--- src/rtl/sc_input_cond.sv ---
// Input conditioning for push-buttons and slide switches: two-flop synchronizers, per-bit debounce,
// key press pulses and sticky press flags. Define INPUT_COND_SW_DEBOUNCE_EN to debounce switches.
module sc_input_cond #(
  parameter int unsigned DEBOUNCE_CYCLES = 250000,
  parameter int unsigned CNT_W           = 18
) (
  input  logic       clock,
  input  logic       resetn,
  input  logic [3:0] key_raw,
  input  logic [9:0] sw_raw,
  input  logic       flag_clr,
  input  logic [3:0] flag_clr_mask,
  output logic [3:0] key_out,
  output logic [9:0] sw_out,
  output logic [3:0] key_pulse,
  output logic [3:0] key_flag
);

  localparam int unsigned NumKeys = 4;
  localparam int unsigned NumSw   = 10;
  localparam logic [CNT_W-1:0] CntLast = CNT_W'(DEBOUNCE_CYCLES - 1);

  // Synchronizers; keys reset to the released (high) pin level so release never looks like a press.
  logic [NumKeys-1:0] r_key_meta;
  logic [NumKeys-1:0] r_key_sync;
  logic [NumSw-1:0]   r_sw_meta;
  logic [NumSw-1:0]   r_sw_sync;

  always_ff @(posedge clock or negedge resetn) begin
    if (!resetn) begin
      r_key_meta <= '1;
      r_key_sync <= '1;
      r_sw_meta  <= '0;
      r_sw_sync  <= '0;
    end else begin
      r_key_meta <= key_raw;
      r_key_sync <= r_key_meta;
      r_sw_meta  <= sw_raw;
      r_sw_sync  <= r_sw_meta;
    end
  end

  logic [NumKeys-1:0] w_key_lvl;
  assign w_key_lvl = ~r_key_sync;

  // Key debounce
  logic [NumKeys-1:0] r_key_stable;
  logic [NumKeys-1:0] w_key_stable_d;
  logic [CNT_W-1:0]   r_key_cnt [NumKeys];
  logic [CNT_W-1:0]   w_key_cnt_d [NumKeys];
  logic [NumKeys-1:0] w_key_rise;

  always_comb begin
    w_key_stable_d = r_key_stable;
    w_key_rise     = '0;
    for (int i = 0; i < int'(NumKeys); i++) begin
      w_key_cnt_d[i] = '0;
      if (w_key_lvl[i] != r_key_stable[i]) begin
        if (r_key_cnt[i] == CntLast) begin
          w_key_stable_d[i] = w_key_lvl[i];
          w_key_rise[i]     = w_key_lvl[i];
        end else begin
          w_key_cnt_d[i] = r_key_cnt[i] + CNT_W'(1);
        end
      end
    end
  end

  always_ff @(posedge clock or negedge resetn) begin
    if (!resetn) begin
      r_key_stable <= '0;
      for (int i = 0; i < int'(NumKeys); i++) begin
        r_key_cnt[i] <= '0;
      end
    end else begin
      r_key_stable <= w_key_stable_d;
      for (int i = 0; i < int'(NumKeys); i++) begin
        r_key_cnt[i] <= w_key_cnt_d[i];
      end
    end
  end

  // Press pulse and sticky flags; a pulse arriving with a clear of the same bit keeps the flag set.
  logic [NumKeys-1:0] r_key_pulse;
  logic [NumKeys-1:0] r_key_flag;
  logic [NumKeys-1:0] w_key_flag_d;
  logic [NumKeys-1:0] w_clr;

  always_comb begin
    w_clr        = flag_clr ? flag_clr_mask : '0;
    w_key_flag_d = (r_key_flag & ~w_clr) | r_key_pulse;
  end

  always_ff @(posedge clock or negedge resetn) begin
    if (!resetn) begin
      r_key_pulse <= '0;
      r_key_flag  <= '0;
    end else begin
      r_key_pulse <= w_key_rise;
      r_key_flag  <= w_key_flag_d;
    end
  end

  assign key_out   = r_key_stable;
  assign key_pulse = r_key_pulse;
  assign key_flag  = r_key_flag;

`ifdef INPUT_COND_SW_DEBOUNCE_EN
  // Switch debounce, same rule as the keys
  logic [NumSw-1:0] r_sw_stable;
  logic [NumSw-1:0] w_sw_stable_d;
  logic [CNT_W-1:0] r_sw_cnt [NumSw];
  logic [CNT_W-1:0] w_sw_cnt_d [NumSw];

  always_comb begin
    w_sw_stable_d = r_sw_stable;
    for (int i = 0; i < int'(NumSw); i++) begin
      w_sw_cnt_d[i] = '0;
      if (r_sw_sync[i] != r_sw_stable[i]) begin
        if (r_sw_cnt[i] == CntLast) begin
          w_sw_stable_d[i] = r_sw_sync[i];
        end else begin
          w_sw_cnt_d[i] = r_sw_cnt[i] + CNT_W'(1);
        end
      end
    end
  end

  always_ff @(posedge clock or negedge resetn) begin
    if (!resetn) begin
      r_sw_stable <= '0;
      for (int i = 0; i < int'(NumSw); i++) begin
        r_sw_cnt[i] <= '0;
      end
    end else begin
      r_sw_stable <= w_sw_stable_d;
      for (int i = 0; i < int'(NumSw); i++) begin
        r_sw_cnt[i] <= w_sw_cnt_d[i];
      end
    end
  end

  assign sw_out = r_sw_stable;
`else
  assign sw_out = r_sw_sync;
`endif

endmodule
--- config.mk ---
export PLATFORM = sky130hd
export DESIGN_NAME = sc_input_cond
export DESIGN_NICKNAME = d
export VERILOG_FILES = /design/src/rtl/sc_input_cond.sv
export SDC_FILE = /design/constraint.sdc
export NUM_CORES = 1
export LEC_CHECK = 0
export ABC_AREA = 0
export ABC_CLOCK_PERIOD_IN_PS = 5900
export CAP_MARGIN = 20
export CORE_AREA = 2 2 93 95
export CTS_CLUSTER_DIAMETER = 80
export CTS_CLUSTER_SIZE = 8
export DETAILED_ROUTE_END_ITERATION = 6
export DIE_AREA = 0 0 95 97
export PLACE_DENSITY = 0.88
export SLEW_MARGIN = 40
export SYNTH_ARGS = -nofsm -noshare
export SYNTH_HDL_FRONTEND = slang
export SYNTH_SLANG_ARGS = --single-unit
--- constraint.sdc ---
create_clock -name clock -period 5.9 [get_ports clock]
set_input_delay 1.77 -clock clock [delete_from_list [all_inputs] [get_ports clock]]
set_output_delay 1.77 -clock clock [all_outputs]
set_load 0.1 [all_outputs]
Word-level counts from Yosys, hierarchy flattened
Cells that the tools add are included.
{ "totals": {"input_bits": 21, "out_inout_bits": 22, "reg_bits": 112} }
{ "op_classes": {"muxes": 17, "n_eq_ne": 8, "n_addsub": 4, "n_bitwise": 4, "n_reduce_logical": 4} }
{ "ops": {"columns": ["op", "n"], "rows": [
  ["2-to-1 mux 18 bit", 8],
  ["adder 18 x 1 -> 18 bit, second input constant", 4],
  ["== test 18 bit, second input constant", 4],
  ["2-to-1 mux 1 bit", 8],
  ["NOT 4 bit", 2],
  ["AND reduction 2 bit", 4],
  ["AND 4 bit", 1],
  ["2-to-1 mux 4 bit", 1],
  ["!= test 1 bit", 4],
  ["bitwise OR 4 bit", 1]
]} }

Depth between registers and ports, before layout
{ "logic_depth": {"word_depth": 4, "ltp_mapped": 5, "ltp_nobuf": 5} }

Least setup slack after synthesis
Ideal clock, no wire load.
{ "synth_path": {"path_kind": "reg-to-output", "start": "reg r_key_stable[0] (netlist: key_out[0])", "end": "out key_out[0]", "path_slack_ps": 3189, "path_stages_with_launch": 1, "arrival_ps": 941, "n_path_buf": 0, "required_ps": 4130, "path_cell_list": "dfrtp_1"} }
{ "synth_lines": {"columns": ["element", "line_no", "source"], "rows": [
  ["start, declared", "47", "logic [NumKeys-1:0] r_key_stable;"],
  ["start signal, assigned", "76", "r_key_stable <= w_key_stable_d;"],
  ["end, declared", "13", "output logic [3:0] key_out,"]
]} }
No word-level cell between the ends.

Worst setup path in the final report
{ "layout_path": {"start": "reg r_key_stable[3] (netlist: key_out[3])", "end": "out key_out[3]"} }
No word-level cell between the ends.

==> PnR_summary.wiki <==
{| class="wikitable"
! Metric !! Value
|-
| Area share of the largest cell type after synthesis || 54.6%
|-
| Cell-by-cell trace of the critical path || buf_2
|-
| Worst path buffer plus inverter count || 1
|-
| Total negative slack || 0 ns
|-
| Worst slew margin relative to its limit || 54.9%
|-
| Cell family contributing the most delay on the critical path || buffers and inverters
|-
| Clock root cell || sky130_fd_sc_hd__clkbuf_8
|-
| Die H || 97 µm
|-
| Clock-pin slew on the worst setup and hold paths || 0.13 ns
|-
| Post-synthesis compound-gate area fraction || 3.99%
|-
| Die Footprint || 0.00922 mm²
|-
| Cell depth of the worst min-delay path || 0
|-
| Leftover overflow at the end of global routing || 0
|-
| Initial Utilization || 58.7%
|-
| Cell row count || 33
|-
| Post-Synth XOR/XNOR Area || 11.2%
|-
| Post-synthesis share of cell area spent on and, or, nand and nor gates || 22.5%
|-
| Crit path max fanout || 4
|-
| Worst Reg-to-Reg Cells || 4
|-
| Setup crit start kind || register
|-
| Latest clock arrival within the worst-skew pair || 0.39 ns
|-
| Cell with the largest stage delay on the worst path || sky130_fd_sc_hd__buf_2
|-
| Longest individual stage delay on the worst path || 0.45 ns
|-
| Fin Clk Skew || 0.0164 ns
|-
| Final HPWL from detailed placement || 6230 µm
|-
| First-pass GRT wire length || 15600 µm
|-
| Area share of fa/ha/maj cells after synthesis || 1.05%
|-
| Critical Path RT || 4.13 ns
|-
| Setup violations, final || 0
|-
| Number of post-CTS setup repair buffers || 0
|-
| Path category of the worst min-delay check || register to register
|-
| Wirelength, routed || 9240 µm
|-
| Post-synthesis sequential element count || 112
|-
| Area contributors post-synth || sky130_fd_sc_hd__dfrtp_1 (55%), sky130_fd_sc_hd__xnor2_1 (8.4%), sky130_fd_sc_hd__nor2_1 (5.7%), sky130_fd_sc_hd__dfstp_2 (4.4%), sky130_fd_sc_hd__nand3_1 (2.9%)
|-
| Areal power density over the cells || 248 mW/mm²
|-
| Maximum clock frequency || 331 MHz
|-
| Number of different library cells in the post-synthesis netlist || 38
|-
| Post-synthesis cell count || 429
|-
| Class of the most critical setup path || register to primary output
|-
| Post-route setup slack || 2.88 ns
|-
| Quantity of hold-fixing buffers added after cts || 0
|-
| Clock net sink count || 112
|-
| Number of primary I/O pins || 43
|-
| Leakage || 0.00234 µW
|-
| Antenna violation net count after detailed routing || 0
|-
| Worst setup EP type || primary output
|-
| PostCTS Resize Cnt || 0
|-
| Slew at the pin closest to its max-slew limit || 0.676 ns
|-
| Synthesized area per cell || 11.1 µm²
|-
| Maximum clock insertion buffer count || 2
|-
| TritonCTS clock tree || built
|-
| Post-DR vias/cell || 5.76
|-
| Data arrival time of the critical path || 1.25 ns
|-
| Most frequent standard cell in the layout excluding fill and tap cells || sky130_fd_sc_hd__dfrtp_1
|-
| Maximum ir drop on the vdd rail || 0.000143 V
|-
| Yosys warning count || 0
|-
| Fin. max-slew vios || 0
|-
| Placement Setup Slack || 3.06 ns
|-
| Commonest non-fill, non-tap cells in the layout || sky130_fd_sc_hd__dfrtp_1 (104), sky130_fd_sc_hd__nor2_1 (72), sky130_fd_sc_hd__xnor2_1 (46)
|-
| Levels on crit path || 1
|-
| Register area share after synthesis || 59.0%
|-
| Core outline area || 0.00813 mm²
|-
| Design Power || 1360 µW
|-
| Number of nets at the end of the flow || 505
|-
| Outcome || finished, final reports clean
|-
| Syn Std Cell Area || 0.00477 mm²
|-
| Number of maximum-capacitance constraint violations || 0
|-
| Vias in the first global route || 3405
|-
| # DRC || 0
|-
| Clock H-tree levels || 3
|-
| Pin count of the biggest net entering global routing || 78
|-
| Fraction of final layout cells sized beyond drive strength 1 || 12.6%
|-
| Final hold violation count || 0
|-
| Number of buffers added by the clock tree synthesis step || 9
|-
| DRC marker count from the first detailed-route iteration || 154
|-
| First-pass DRT Iterations || 5
|-
| Share of the clock period used by the worst path after layout || 51.1%
|-
| Clock period minus worst slack || 3.02 ns
|-
| Leading area contributor after synthesis || sky130_fd_sc_hd__dfrtp_1
|-
| Mux cell area share after synthesis || 0.629%
|-
| Count of inserted antenna diode cells || 0
|-
| Count of buffers from port buffering || 42
|-
| Chip width || 95 µm
|-
| Setup repair after global routing missed its margin || no
|-
| GRT Util Overall || 21.4%
|-
| Final routed wire length divided by cell count || 15.7 µm
|-
| Area growth from synthesis to final layout || 14.5%
|-
| Largest family of logic cells by synthesized area || simple AND/OR/NAND/NOR gates
|-
| Initial antenna violation count || 0
|-
| Via count || 3401
|-
| Nets in the synthesized netlist || 454
|-
| Placer's final routability congestion estimate || 0.923
|}
[final timing paths]
path	to	slack [ns]	startpoint
max in group asynchronous	r_key_sync[0]	3.57	resetn
max reg2reg	r_key_cnt[16]	3.65	r_key_cnt[13]
min in group asynchronous	r_sw_meta[6]	1.39	resetn
max	key_out[3]	2.88	key_out[3]
min reg2reg	r_key_sync[2]	0.36	r_key_meta[2]
min	r_key_sync[2]	0.36	r_key_meta[2]
[layout make-up]
class	count	area [µm²]
sequential	112	2810
fill	590	2670
multi-input combinational	298	1910
timing repair buffer	46	342
tap	105	131
clock buffer	9	124
clock inverter	7	93.8
inverter	13	48.8
[stage by stage]
step | instances | util (%) | area (µm²) | hold WS [ns]
2_1_floorplan | 429 | - | 4770 | 0.331
3_3_place_gp | 574 | 65.4 | 5320 | 0.335
3_5_place_dp | 574 | 64.1 | 5210 | 0.336
4_1_cts | 590 | 66.8 | 5430 | 0.364
5_1_grt | 590 | 67.2 | 5460 | 0.368
6_report | 590 | 67.2 | 5460 | 0.363
[cell usage after synthesis (all sizes together)]
master / number
inv: 13
nand4: 21
nor4b: 1
and3: 4
dfstp: 8
and4: 6
xnor2: 46
or3: 4
clkbuf: 4
or2: 1
nand2: 20
a21o: 4
xor2: 15
dfrtp: 104
o21ai: 4
nor3b: 1
mux2i: 3
or4b: 2
a21oi: 7
or4: 11
nor4: 18
nand2b: 2
buf: 2
ha: 4
nor2b: 2
nor3: 11
nor2: 72
o41ai: 3
nand3: 28
nand3b: 1
and2: 1
o31ai: 6
[state kept, by name, indices dropped and copies added (netlist names)]
name	cells
key_flag	4
r_sw_meta	10
r_key_meta	4
key_out	4
r_key_cnt	72
r_key_sync	4
key_pulse	4
sw_out	10
[power breakdown]
part           leakage [µW]  total (µW)  internal (µW)  switching, µW
registers           0.00148         797            786           10.9
clock network      0.000108         475            176            299
logic              0.000752        83.9           25.1           58.8
total               0.00234        1360            987            368
[metal layers]
| layer | share of wire, % | vias up | GRT usage, % |
|---|---|---|---|
| li1 | - | 1610 | - |
| met1 | 43 | 1698 | 28.7 |
| met2 | 51 | 82 | 34.6 |
| met3 | 4.5 | 11 | 5.76 |
| met4 | 1.1 | 0 | 5.57 |
| met5 | 0 | - | 0 |
[logic make-up after synthesis]
family                     after synthesis
adders and majority gates                4
buffers and inverters                   19
and+or+nand+nor                        206
xor gates and xnor gates                61
DFF                                    112
muxes                                    3
AOI/OAI and AO/OA                       24
Note: power is estimated with default switching activity, not from simulation.
